### config.mk
export PLATFORM = sky130hd
export DESIGN_NAME = pc_fetch_unit_flat
export DESIGN_NICKNAME = d
export VERILOG_FILES = /design/src/rtl/pc_fetch_unit_if.sv /design/src/rtl/pc_fetch_unit.sv /design/src/flat_wrapper.sv
export SDC_FILE = /design/constraint.sdc
export NUM_CORES = 1
export LEC_CHECK = 0
export CAP_MARGIN = 20
export CORE_AREA = 4 4 93 130
export DETAILED_ROUTE_END_ITERATION = 7
export DIE_AREA = 0 0 97 134
export PLACE_DENSITY = 0.84
export SETUP_SLACK_MARGIN = 0.4
export SLEW_MARGIN = 20
export SYNTH_ARGS = -nofsm -noshare
export SYNTH_HDL_FRONTEND = slang
export SYNTH_SLANG_ARGS = --single-unit
### constraint.sdc
create_clock -name clk -period 4.2 [get_ports clk]
set_input_delay 0.63 -clock clk [delete_from_list [all_inputs] [get_ports clk]]
set_output_delay 0.63 -clock clk [all_outputs]
set_load 0.05 [all_outputs]
### src/rtl/pc_fetch_unit_if.sv
// Fetch-unit bus bundle.
// Groups the PC/next-PC path, redirect inputs, decode handshake and imem port
// of pc_fetch_unit.
//   master: the fetch unit (drives pc_out, imem_req, instr_out, instr_valid,
//           misalign, retire_count).
//   slave : the surrounding core (AddFour, branch/jump logic, decode, imem).
interface pc_fetch_unit_if;
  logic [31:0] pc_out;
  logic [31:0] pc_plus4_in;
  logic        branch_taken;
  logic [31:0] branch_target;
  logic        jump;
  logic [31:0] jump_target;
  logic        stall;
  logic        imem_req;
  logic        imem_ready;
  logic [31:0] imem_data;
  logic [31:0] instr_out;
  logic        instr_valid;
  logic        misalign;
  logic [31:0] retire_count;

  modport master (
    output pc_out, imem_req, instr_out, instr_valid, misalign, retire_count,
    input  pc_plus4_in, branch_taken, branch_target, jump, jump_target, stall,
           imem_ready, imem_data
  );

  modport slave (
    input  pc_out, imem_req, instr_out, instr_valid, misalign, retire_count,
    output pc_plus4_in, branch_taken, branch_target, jump, jump_target, stall,
           imem_ready, imem_data
  );
endinterface

### src/rtl/pc_fetch_unit.sv
// Program counter and instruction-fetch sequencer for the single-cycle MIPS core.
// Holds the PC, fetches one instruction at a time, holds it for decode under a
// stall handshake, selects the next PC (jump > branch > PC+4) at handoff and
// counts handed-off instructions.
// Ports:
//   clk   - rising-edge clock
//   rst_n - asynchronous active-low reset
//   bus   - pc_fetch_unit_if.master (PC, redirects, stall, imem, decode outputs)
module pc_fetch_unit #(
  parameter logic [31:0] RESET_PC = 32'h0000_0000
) (
  input  logic             clk,
  input  logic             rst_n,
  pc_fetch_unit_if.master  bus
);

  localparam logic [1:0] S_BOOT  = 2'd0;
  localparam logic [1:0] S_FETCH = 2'd1;
  localparam logic [1:0] S_VALID = 2'd2;

  logic [1:0]  state_q, state_d;
  logic [31:0] pc_q, pc_d;
  logic [31:0] instr_q, instr_d;
  logic        valid_q, valid_d;
  logic        misalign_q, misalign_d;
  logic [31:0] count_q, count_d;

  logic        handoff;
  logic        redirect;
  logic [31:0] raw_target;

  // Redirect inputs only matter on the handoff cycle; nothing is latched.
  assign handoff  = (state_q == S_VALID) && !bus.stall;
  assign redirect = bus.jump || bus.branch_taken;

  always_comb begin
    if (bus.jump) begin
      raw_target = bus.jump_target;
    end else if (bus.branch_taken) begin
      raw_target = bus.branch_target;
    end else begin
      raw_target = bus.pc_plus4_in;
    end
  end

  always_comb begin
    state_d    = state_q;
    pc_d       = pc_q;
    instr_d    = instr_q;
    valid_d    = valid_q;
    misalign_d = 1'b0;
    count_d    = count_q;
    case (state_q)
      S_BOOT: begin
        state_d = S_FETCH;
      end
      S_FETCH: begin
        if (bus.imem_ready) begin
          instr_d = bus.imem_data;
          valid_d = 1'b1;
          state_d = S_VALID;
        end
      end
      S_VALID: begin
        if (handoff) begin
          // Force word alignment; flag only redirect targets with low bits set.
          pc_d       = {raw_target[31:2], 2'b00};
          misalign_d = redirect && (raw_target[1:0] != 2'b00);
          count_d    = count_q + 32'd1;
          valid_d    = 1'b0;
          state_d    = S_FETCH;
        end
      end
      default: begin
        state_d = S_BOOT;
        valid_d = 1'b0;
      end
    endcase
  end

  always_ff @(posedge clk or negedge rst_n) begin
    if (!rst_n) begin
      state_q    <= S_BOOT;
      pc_q       <= RESET_PC;
      instr_q    <= 32'h0;
      valid_q    <= 1'b0;
      misalign_q <= 1'b0;
      count_q    <= 32'h0;
    end else begin
      state_q    <= state_d;
      pc_q       <= pc_d;
      instr_q    <= instr_d;
      valid_q    <= valid_d;
      misalign_q <= misalign_d;
      count_q    <= count_d;
    end
  end

  assign bus.pc_out       = pc_q;
  assign bus.imem_req     = (state_q == S_FETCH);
  assign bus.instr_out    = instr_q;
  assign bus.instr_valid  = valid_q;
  assign bus.misalign     = misalign_q;
  assign bus.retire_count = count_q;

endmodule
### src/flat_wrapper.sv
// flat-port wrapper written by rule: the top's interface ports become plain ports
module pc_fetch_unit_flat 
#(
  parameter logic [31:0] RESET_PC = 32'h0000_0000
)
  (clk, rst_n, bus_pc_out, bus_imem_req, bus_instr_out, bus_instr_valid, bus_misalign, bus_retire_count, bus_pc_plus4_in, bus_branch_taken, bus_branch_target, bus_jump, bus_jump_target, bus_stall, bus_imem_ready, bus_imem_data);
  pc_fetch_unit_if bus_i ();
  input  logic clk;
  input  logic rst_n;
  output wire logic [$bits(bus_i.pc_out)-1:0] bus_pc_out;
  output wire logic [$bits(bus_i.imem_req)-1:0] bus_imem_req;
  output wire logic [$bits(bus_i.instr_out)-1:0] bus_instr_out;
  output wire logic [$bits(bus_i.instr_valid)-1:0] bus_instr_valid;
  output wire logic [$bits(bus_i.misalign)-1:0] bus_misalign;
  output wire logic [$bits(bus_i.retire_count)-1:0] bus_retire_count;
  input wire logic [$bits(bus_i.pc_plus4_in)-1:0] bus_pc_plus4_in;
  input wire logic [$bits(bus_i.branch_taken)-1:0] bus_branch_taken;
  input wire logic [$bits(bus_i.branch_target)-1:0] bus_branch_target;
  input wire logic [$bits(bus_i.jump)-1:0] bus_jump;
  input wire logic [$bits(bus_i.jump_target)-1:0] bus_jump_target;
  input wire logic [$bits(bus_i.stall)-1:0] bus_stall;
  input wire logic [$bits(bus_i.imem_ready)-1:0] bus_imem_ready;
  input wire logic [$bits(bus_i.imem_data)-1:0] bus_imem_data;
  assign bus_pc_out = bus_i.pc_out;
  assign bus_imem_req = bus_i.imem_req;
  assign bus_instr_out = bus_i.instr_out;
  assign bus_instr_valid = bus_i.instr_valid;
  assign bus_misalign = bus_i.misalign;
  assign bus_retire_count = bus_i.retire_count;
  assign bus_i.pc_plus4_in = bus_pc_plus4_in;
  assign bus_i.branch_taken = bus_branch_taken;
  assign bus_i.branch_target = bus_branch_target;
  assign bus_i.jump = bus_jump;
  assign bus_i.jump_target = bus_jump_target;
  assign bus_i.stall = bus_stall;
  assign bus_i.imem_ready = bus_imem_ready;
  assign bus_i.imem_data = bus_imem_data;
  pc_fetch_unit #(.RESET_PC(RESET_PC)) u_core (.clk(clk), .rst_n(rst_n), .bus(bus_i));
endmodule
; Word level (Yosys, flattened, before mapping)
; Index checks and enable logic that the tools add are counted.
[classes]
mul = 0
n_addsub = 1
muxes = 10
reduce_logical = 10
eq_ne = 4
shift = 0
order_cmp = 0
div_mod_pow = 0
n_bitwise = 1
[op_table]
columns = op, count
row1 = $mux W32, 2
row2 = $add A32 B1 Y32 const B, 1
row3 = $pmux W2 S3, 1
row4 = $reduce_and A2 Y1, 3
row5 = $mux W1, 4
row6 = $mux W2, 2
row7 = $ne A2 B1 Y1 const B, 2
row8 = $pmux W1 S3, 1
row9 = $reduce_and A3 Y1, 1
row10 = $eq A2 B1 Y1 const B, 1
row11 = $eq A2 B2 Y1 const B, 1
row12 = $logic_and A1 B1 Y1, 2
row13 = $logic_not A2 Y1, 1
row14 = $reduce_bool A2 Y1, 1
row15 = $logic_not A1 Y1, 1
row16 = $logic_or A1 B1 Y1, 1
row17 = $not A1 Y1, 1
[totals]
latchBits = 0
memories = 0
ramBits = 0
romBits = 0
register_bits = 98
in_bits = 134

; Longest topological paths before layout
; Gate-level depths: netlist of the first run.
[logic_depth]
word_depth = 6
mapped_depth = 6
ltp_nobuf = 5

; Worst setup path after synthesis of the first run
; Ideal clock, no wire load.
[synth_path]
path_kind = flip-flop to flip-flop
from = reg u_core.count_q[0], in the netlist u_core.bus.retire_count[0]
to = reg u_core.count_q[30], in the netlist u_core.bus.retire_count[30]
setup_ps = 82
required_time_ps = 4118
path_stages_with_launch = 7
path_slack_ps = 2274
period_less_slack_ps = 1926
arrival_time_ps = 1845
cell_sequence = dfrtp_1 -> ha_1 -> nand2_1 -> or3_1 -> buf_6 -> nor4_4 -> xor2_1
[synth_via]
elab_chain_cells = 1
[synth_lines]
columns = item, line_no
row1 = from (decl), pc_fetch_unit.sv:26  ; logic [31:0] count_q, count_d;
row2 = from (signal assigned), pc_fetch_unit.sv:95  ; count_q <= count_d;
row3 = $add A32 B1 Y32, pc_fetch_unit.sv:69  ; count_d = count_q + 32'd1;
; No other way between the ends.
; A chain may end at the register's enable or synchronous reset.

; Worst setup path in the final report of the first run
[layout_path]
from = reg u_core.state_q[1]
to = out bus_imem_req
[layout_via]
elab_chain_cells = 1
[layout_lines]
columns = item, line_no
row1 = from (decl), pc_fetch_unit.sv:21  ; logic [1:0] state_q, state_d;
row2 = from (signal assigned), pc_fetch_unit.sv:90  ; state_q <= state_d;
row3 = $eq A2 B1 Y1, pc_fetch_unit.sv:100  ; assign bus.imem_req = (state_q == S_FETCH);
row4 = to (decl), flat_wrapper.sv:11  ; output wire logic [$bits(bus_i.imem_req)-1:0] bus_imem_req;
; No other way between the ends.

==> impl_metrics.csv, run 1 <==
group,metric,value,unit
run_status,status,"complete, no violations",
place,placed_area,0.00695,sq mm
place,gp_congestion,0.823,
final_layout,drive_gt1_share,9.86,%
setup_path,cp.arrival,1940,ps
timing,finalHoldViolations,0,
synth,synthArstFlopShare,100,%
place,pre_cts_slack,1630,ps
routing,vias,3933,
power,p_leak,3.19,nW
setup_path,crit_path_top_delay_cell,"clkdlybuf4s50_1",
routing,avgViaCountPerCell,4.98,
cts,tritoncts,"done",
die,die_w,97,um
synth,synth_cell_type_count,35,
timing,relSlewSlack,34.1,%
die,die_area,0.0130,sq mm
final_layout,layout_commonest_cell,"clkdlybuf4s50_1",
place,port_buffers,228,
power,total_power,4.76,mW
setup_path,critPathMaxStageDelay,860,ps
global_routing,grt_overflow,0,
cts,path_clk_slew,60,ps
setup_path,crit_type,"flop to primary output",
synth,seq_area_frac_synth,53.2,%
global_routing,track_usage,20.7,%
routing,first_pass_iters,4,
run,cap_violations,0,
final_layout,diodes,0,
synth,synth_area_leaders,"dfrtp_1 53%, mux2_2 7.8%, mux2i_1 6.5%",
timing,layout_min_cycle_time,2570,ps
place,dpl.hpwl,10600,um
synth,synth_top_area_cell,"dfrtp_1",
die,core_area,0.0109,sq mm
synth,syn_inst,428,
global_routing,grt_pass1_vias,4291,
routing,wl,13400,um
synth,synthFlopType,"dfrtp_1",
cts,ctsResizeCount,0,
final_layout,finalInstanceArea,0.00725,sq mm
final_layout,fin_util,66.7,%
setup_path,cp_data_required_time,3570,ps
cts,hold_buffers,0,
timing,setup_viol_count_final,0,
setup_path,r2r-start,"u_core.state_q[0]",
cts,postCtsSetupBuffers,0,
setup_path,r2r_slack,2380,ps
timing,clock_skew,7.85,ps
final_layout,layout.nets,779,
final_layout,areaGrowthSynthToFinish,57.4,%
cts,cts_root_buf,"clkbuf_16",
power,ir_drop,0.000365,V
die,rows,45,
cts,clock_path_buffers,2,
timing,fmax,388,MHz
synth,ys_warn_count,0,
setup_path,startpoint_type,"flop",
setup_path,crit_path_cell_trace,"and2b_1, clkdlybuf4s50_1",
hold_path,hp-class,"primary input to asynchronous set/reset pin",
cts,clock-sinks,98,
final_layout,final_cell_count_no_fill,790,
power,power_density,656,mW/mm^2
place,dp.cells,774,
die,start_util,42.4,%
timing,period_share,61.3,%
routing,wl_per_cell,17.0,um
synth,synth_edf_count,0,
synth,synth.avg_cell_area,10.8,sq um
global_routing,antenna_found_initial,0,
routing,drc,0,
global_routing,grt_pass1_wl,21300,um
synth,synth_area,0.00461,sq mm
timing,rsz0062_at_grt,"no",
routing,ant_nets,0,
die,fp.dieH,134,um
cts,cts_buffers,9,
cts,cts.htree.levels,3,
setup_path,crit_fanout,8,
cts,clk_latency,340,ps
global_routing,grt_max_degree,66,
synth,synth_top_cell_area_share,53.2,%
setup_path,worstSetupEndpointType,"primary output",
timing,setup_ws,1630,ps
timing,tns,0,ps
timing,fin_hold_ws,378,ps
setup_path,reg2reg_depth,4,
final_layout,layout_common_cells,"225 x clkdlybuf4s50_1, 98 x dfrtp_1, 54 x nand2_1, 34 x nor2_1, 33 x o21ai_0",
timing,tightest_slew,988,ps
routing,drt_iter0_drc,83,
timing,drv_slew,0,
setup_path,rr_endpoint,"u_core.bus.retire_count[31]",
die,ioPinCount,233,
synth,ys_ff_latch,98,
cells in the mapped netlist (all sizes together), types with 9 or more instances:
| master | n |
|---|---|
| mux2 | 32 |
| xor2 | 20 |
| xnor2 | 11 |
| mux2i | 30 |
| nand3 | 9 |
| nand2 | 54 |
| nor3 | 14 |
| o21ai | 33 |
| a21oi | 31 |
| clkbuf | 15 |
| dfrtp | 98 |
| nor2 | 34 |
| buf | 11 |
metal layers:
metal | vias to the layer above | global-route usage (%) | routed length (um)
met2 | 169 | 37.7 | 7140
met4 | 0 | 9.37 | 391
met1 | 1837 | 21.5 | 4780
li1 | 1900 | - | -
met5 | - | 0 | 0
met3 | 27 | 6.82 | 1110
worst max path at each step:
stage	slack, ps	cells after the start	endpoint	startpoint
after floorplan	2270	6	u_core.bus.retire_count[30]	u_core.bus.retire_count[0]
after detailed placement	1630	4	u_core.bus.pc_out[23]	bus_stall
final	1630	2	bus_imem_req	u_core.state_q[1]
after global placement	1670	5	u_core.bus.retire_count[31]	bus_stall
after CTS	1590	2	bus_imem_req	u_core.state_q[1]
after global routing	1560	2	bus_imem_req	u_core.state_q[1]
sequential cells by signal, summed over array words and instances, names as in the netlist:
name / count
u_core.bus.instr_valid: 1
u_core.bus.retire_count: 32
u_core.bus.instr_out: 32
u_core.bus.pc_out: 30
u_core.bus.misalign: 1
u_core.state_q: 2
cell type report:
class | instances | area [sq um]
Fill cell | 845 | 3610
Sequential cell | 98 | 2450
Timing Repair Buffer | 230 | 2280
Multi-Input combinational cell | 301 | 2020
Clock buffer | 10 | 239
Tap cell | 141 | 176
Clock inverter | 6 | 66.3
Inverter | 4 | 15.0
cells by family (layout without fill, tap and decap cells):
group	count (synthesis)	in the layout	synth area share, %
buffers and inverters	30	250	3.12
other	1	2	0.0814
multiplexers	62	62	14.3
AND/OR/NAND/NOR	139	139	15.8
flip-flops	98	98	53.2
adder cells (fa/ha/maj)	1	1	0.271
AO/OA/AOI/OAI	66	66	7.30
XOR/XNOR	31	31	5.89
where the power goes:
group / internal, mW / leakage [nW] / switching, mW / total (mW)
clock: 0.478 / 0.141 / 0.355 / 0.833
combinational: 0.885 / 1.82 / 1.58 / 2.46
sequential: 1.26 / 1.23 / 0.204 / 1.47
worst max-delay path: cells and delay by family (launching register included):
| family | cells | cell delay, ps |
|---|---|---|
| buf+inv | 1 | 860 |
| flops | 1 | 480 |
| simple gates | 1 | 270 |
Note: power is estimated with default switching activity, not from simulation.
==> inputs of run 2 (changes only) <==
--- a/config.mk
+++ b/config.mk
@@ -6,10 +6,10 @@
 export NUM_CORES = 1
 export LEC_CHECK = 0
 export CAP_MARGIN = 20
-export CORE_AREA = 4 4 93 130
+export CORE_AREA = 4 4 96 135
 export DETAILED_ROUTE_END_ITERATION = 7
-export DIE_AREA = 0 0 97 134
-export PLACE_DENSITY = 0.84
+export DIE_AREA = 0 0 100 139
+export PLACE_DENSITY = 0.79
 export SETUP_SLACK_MARGIN = 0.4
 export SLEW_MARGIN = 20
 export SYNTH_ARGS = -nofsm -noshare
==> constraint.sdc (replaced) <==
create_clock -name clk -period 2.5 [get_ports clk]
set_input_delay 0.375 -clock clk [delete_from_list [all_inputs] [get_ports clk]]
set_output_delay 0.375 -clock clk [all_outputs]
set_load 0.05 [all_outputs]
==> impl_metrics.csv, run 2 (synthesized netlist as in run 1, its figures left out) <==
group,metric,value,unit
die,rows,47,
place,pre_cts_slack,269,ps
cts,cts_root_buf,"clkbuf_16",
place,port_buffers,228,
die,die_w,100,um
setup_path,reg2reg_depth,4,
setup_path,crit_fanout,6,
die,die_area,0.0139,sq mm
run_status,status,"complete, no violations",
routing,wl_per_cell,16.7,um
power,ir_drop,0.000509,V
routing,drc,0,
setup_path,cp_data_required_time,2120,ps
global_routing,grt_overflow,0,
global_routing,grt_pass1_wl,21400,um
timing,fmax,491,MHz
timing,rsz0062_at_grt,"no",
timing,tightest_slew,682,ps
setup_path,r2r-start,"u_core.state_q[0]",
power,pwr-share-seq,30.6,%
setup_path,worstSetupEndpointType,"primary output",
die,ioPinCount,233,
hold_path,hp-class,"primary input to asynchronous set/reset pin",
setup_path,worst-path-buf-inv,1,
cts,cts.htree.levels,3,
final_layout,areaGrowthSynthToFinish,59.2,%
power,switching_share,44.9,%
routing,wl,13400,um
power,power.share.clock,17.8,%
cts,path_clk_slew,70,ps
setup_path,crit_path_cell_trace,"clkdlybuf4s50_1",
run,cap_violations,0,
cts,clk_latency,340,ps
timing,setup_ws,464,ps
timing,relSlewSlack,54.6,%
setup_path,critPathMaxStageDelay,860,ps
global_routing,antenna_found_initial,0,
power,power_density,1090,mW/mm^2
setup_path,crit_type,"flop to primary output",
final_layout,diodes,0,
power,combPwrFrac,51.6,%
final_layout,layout_commonest_cell,"clkdlybuf4s50_1",
global_routing,grt_max_degree,55,
setup_path,r2r_slack,660,ps
cts,hold_buffers,0,
setup_path,startpoint_type,"flop",
timing,setup_viol_count_final,0,
cts,cts_buffers,9,
final_layout,drive_gt1_share,11.0,%
setup_path,cp.arrival,1660,ps
power,switchingPower,3.60,mW
cts,clock-sinks,98,
setup_path,rr_endpoint,"u_core.bus.retire_count[19]",
routing,first_pass_iters,4,
timing,period_share,81.5,%
final_layout,regArea,0.00245,sq mm
routing,drt_iter0_drc,107,
global_routing,grt_pass1_vias,4192,
setup_path,crit_family,"buffers and inverters",
setup_path,crit_path_top_delay_cell,"clkdlybuf4s50_1",
die,start_util,39.4,%
routing,vias,3979,
final_layout,layout_common_cells,"223 x clkdlybuf4s50_1, 98 x dfrtp_1, 54 x nand2_1, 34 x nor2_1, 33 x o21ai_0",
cts,tritoncts,"done",
timing,clock_skew,9.86,ps
global_routing,track_usage,19.6,%
cts,clock_path_buffers,2,
timing,finalHoldViolations,0,
die,fp.dieH,139,um
cts,postCtsSetupBuffers,0,
cts,ctsResizeCount,0,
timing,drv_slew,0,
die,core_area,0.0117,sq mm
place,dpl.hpwl,10700,um
setup_path,crit_cells,1,
final_layout,multi_input_area,0.00202,sq mm
final_layout,layout.nets,786,
routing,avgViaCountPerCell,4.96,
final_layout,fillCellCount,941,
timing,layout_min_cycle_time,2040,ps
timing,tns,0,ps
place,gp_congestion,0.769,
routing,ant_nets,0,
power,p_leak,3.26,nW
power,p_int,4.42,mW
==> run 2: how the worst max path moves through the flow <==
stage | to | slack, ps | startpoint
after global routing | bus_retire_count[12] | 420 | u_core.bus.retire_count[12]
final | bus_retire_count[12] | 460 | u_core.bus.retire_count[12]
after CTS | bus_retire_count[11] | 430 | u_core.bus.retire_count[11]
after detailed placement | u_core.bus.retire_count[19] | 270 | bus_stall
after floorplan | u_core.bus.retire_count[30] | 570 | u_core.bus.retire_count[0]
after global placement | u_core.bus.retire_count[31] | 360 | bus_stall
==> run 2: final cells by class <==
| class | instances | area share [%] |
|---|---|---|
| flip-flops and latches | 98 | 33.4 |
| repair buffers | 237 | 32.2 |
| multi-input cells | 301 | 27.5 |
| clock buffers | 9 | 3.07 |
| well taps | 147 | 2.51 |
| clock inverters | 7 | 1.13 |
| inverters | 4 | 0.205 |
==> run 2: metal layers <==
metal  vias to the layer above  wire length (um)  track usage (%)
met2                       157              7060             34.6
met4                         0               238             5.61
li1                       1917                 -                -
met1                      1888              4690             21.0
met3                        17              1400             8.61
met5                         -                 0                0
==> run 2: power by group through the flow <==
stage	registers (mW)	clock network, mW	logic (mW)
floorplan	4.26	0	0.782
global placement	2.45	0	4.12
detailed placement	2.49	0	4.18
CTS	2.46	1.47	4.19
global route	2.53	1.54	4.34
finish	2.45	1.43	4.14
==> run 2: metrics by stage <==
step	hold WS, ps	util (%)	instance area [sq um]	cells	total power [mW]
after global placement	447	60.1	7030	787	6.57
after detailed placement	461	60.1	7030	787	6.66
after CTS	86.3	62.7	7340	803	8.12
after global routing	111	62.7	7340	803	8.42
after floorplan	79.4	-	4610	429	5.04
final	53.3	62.7	7340	803	8.02
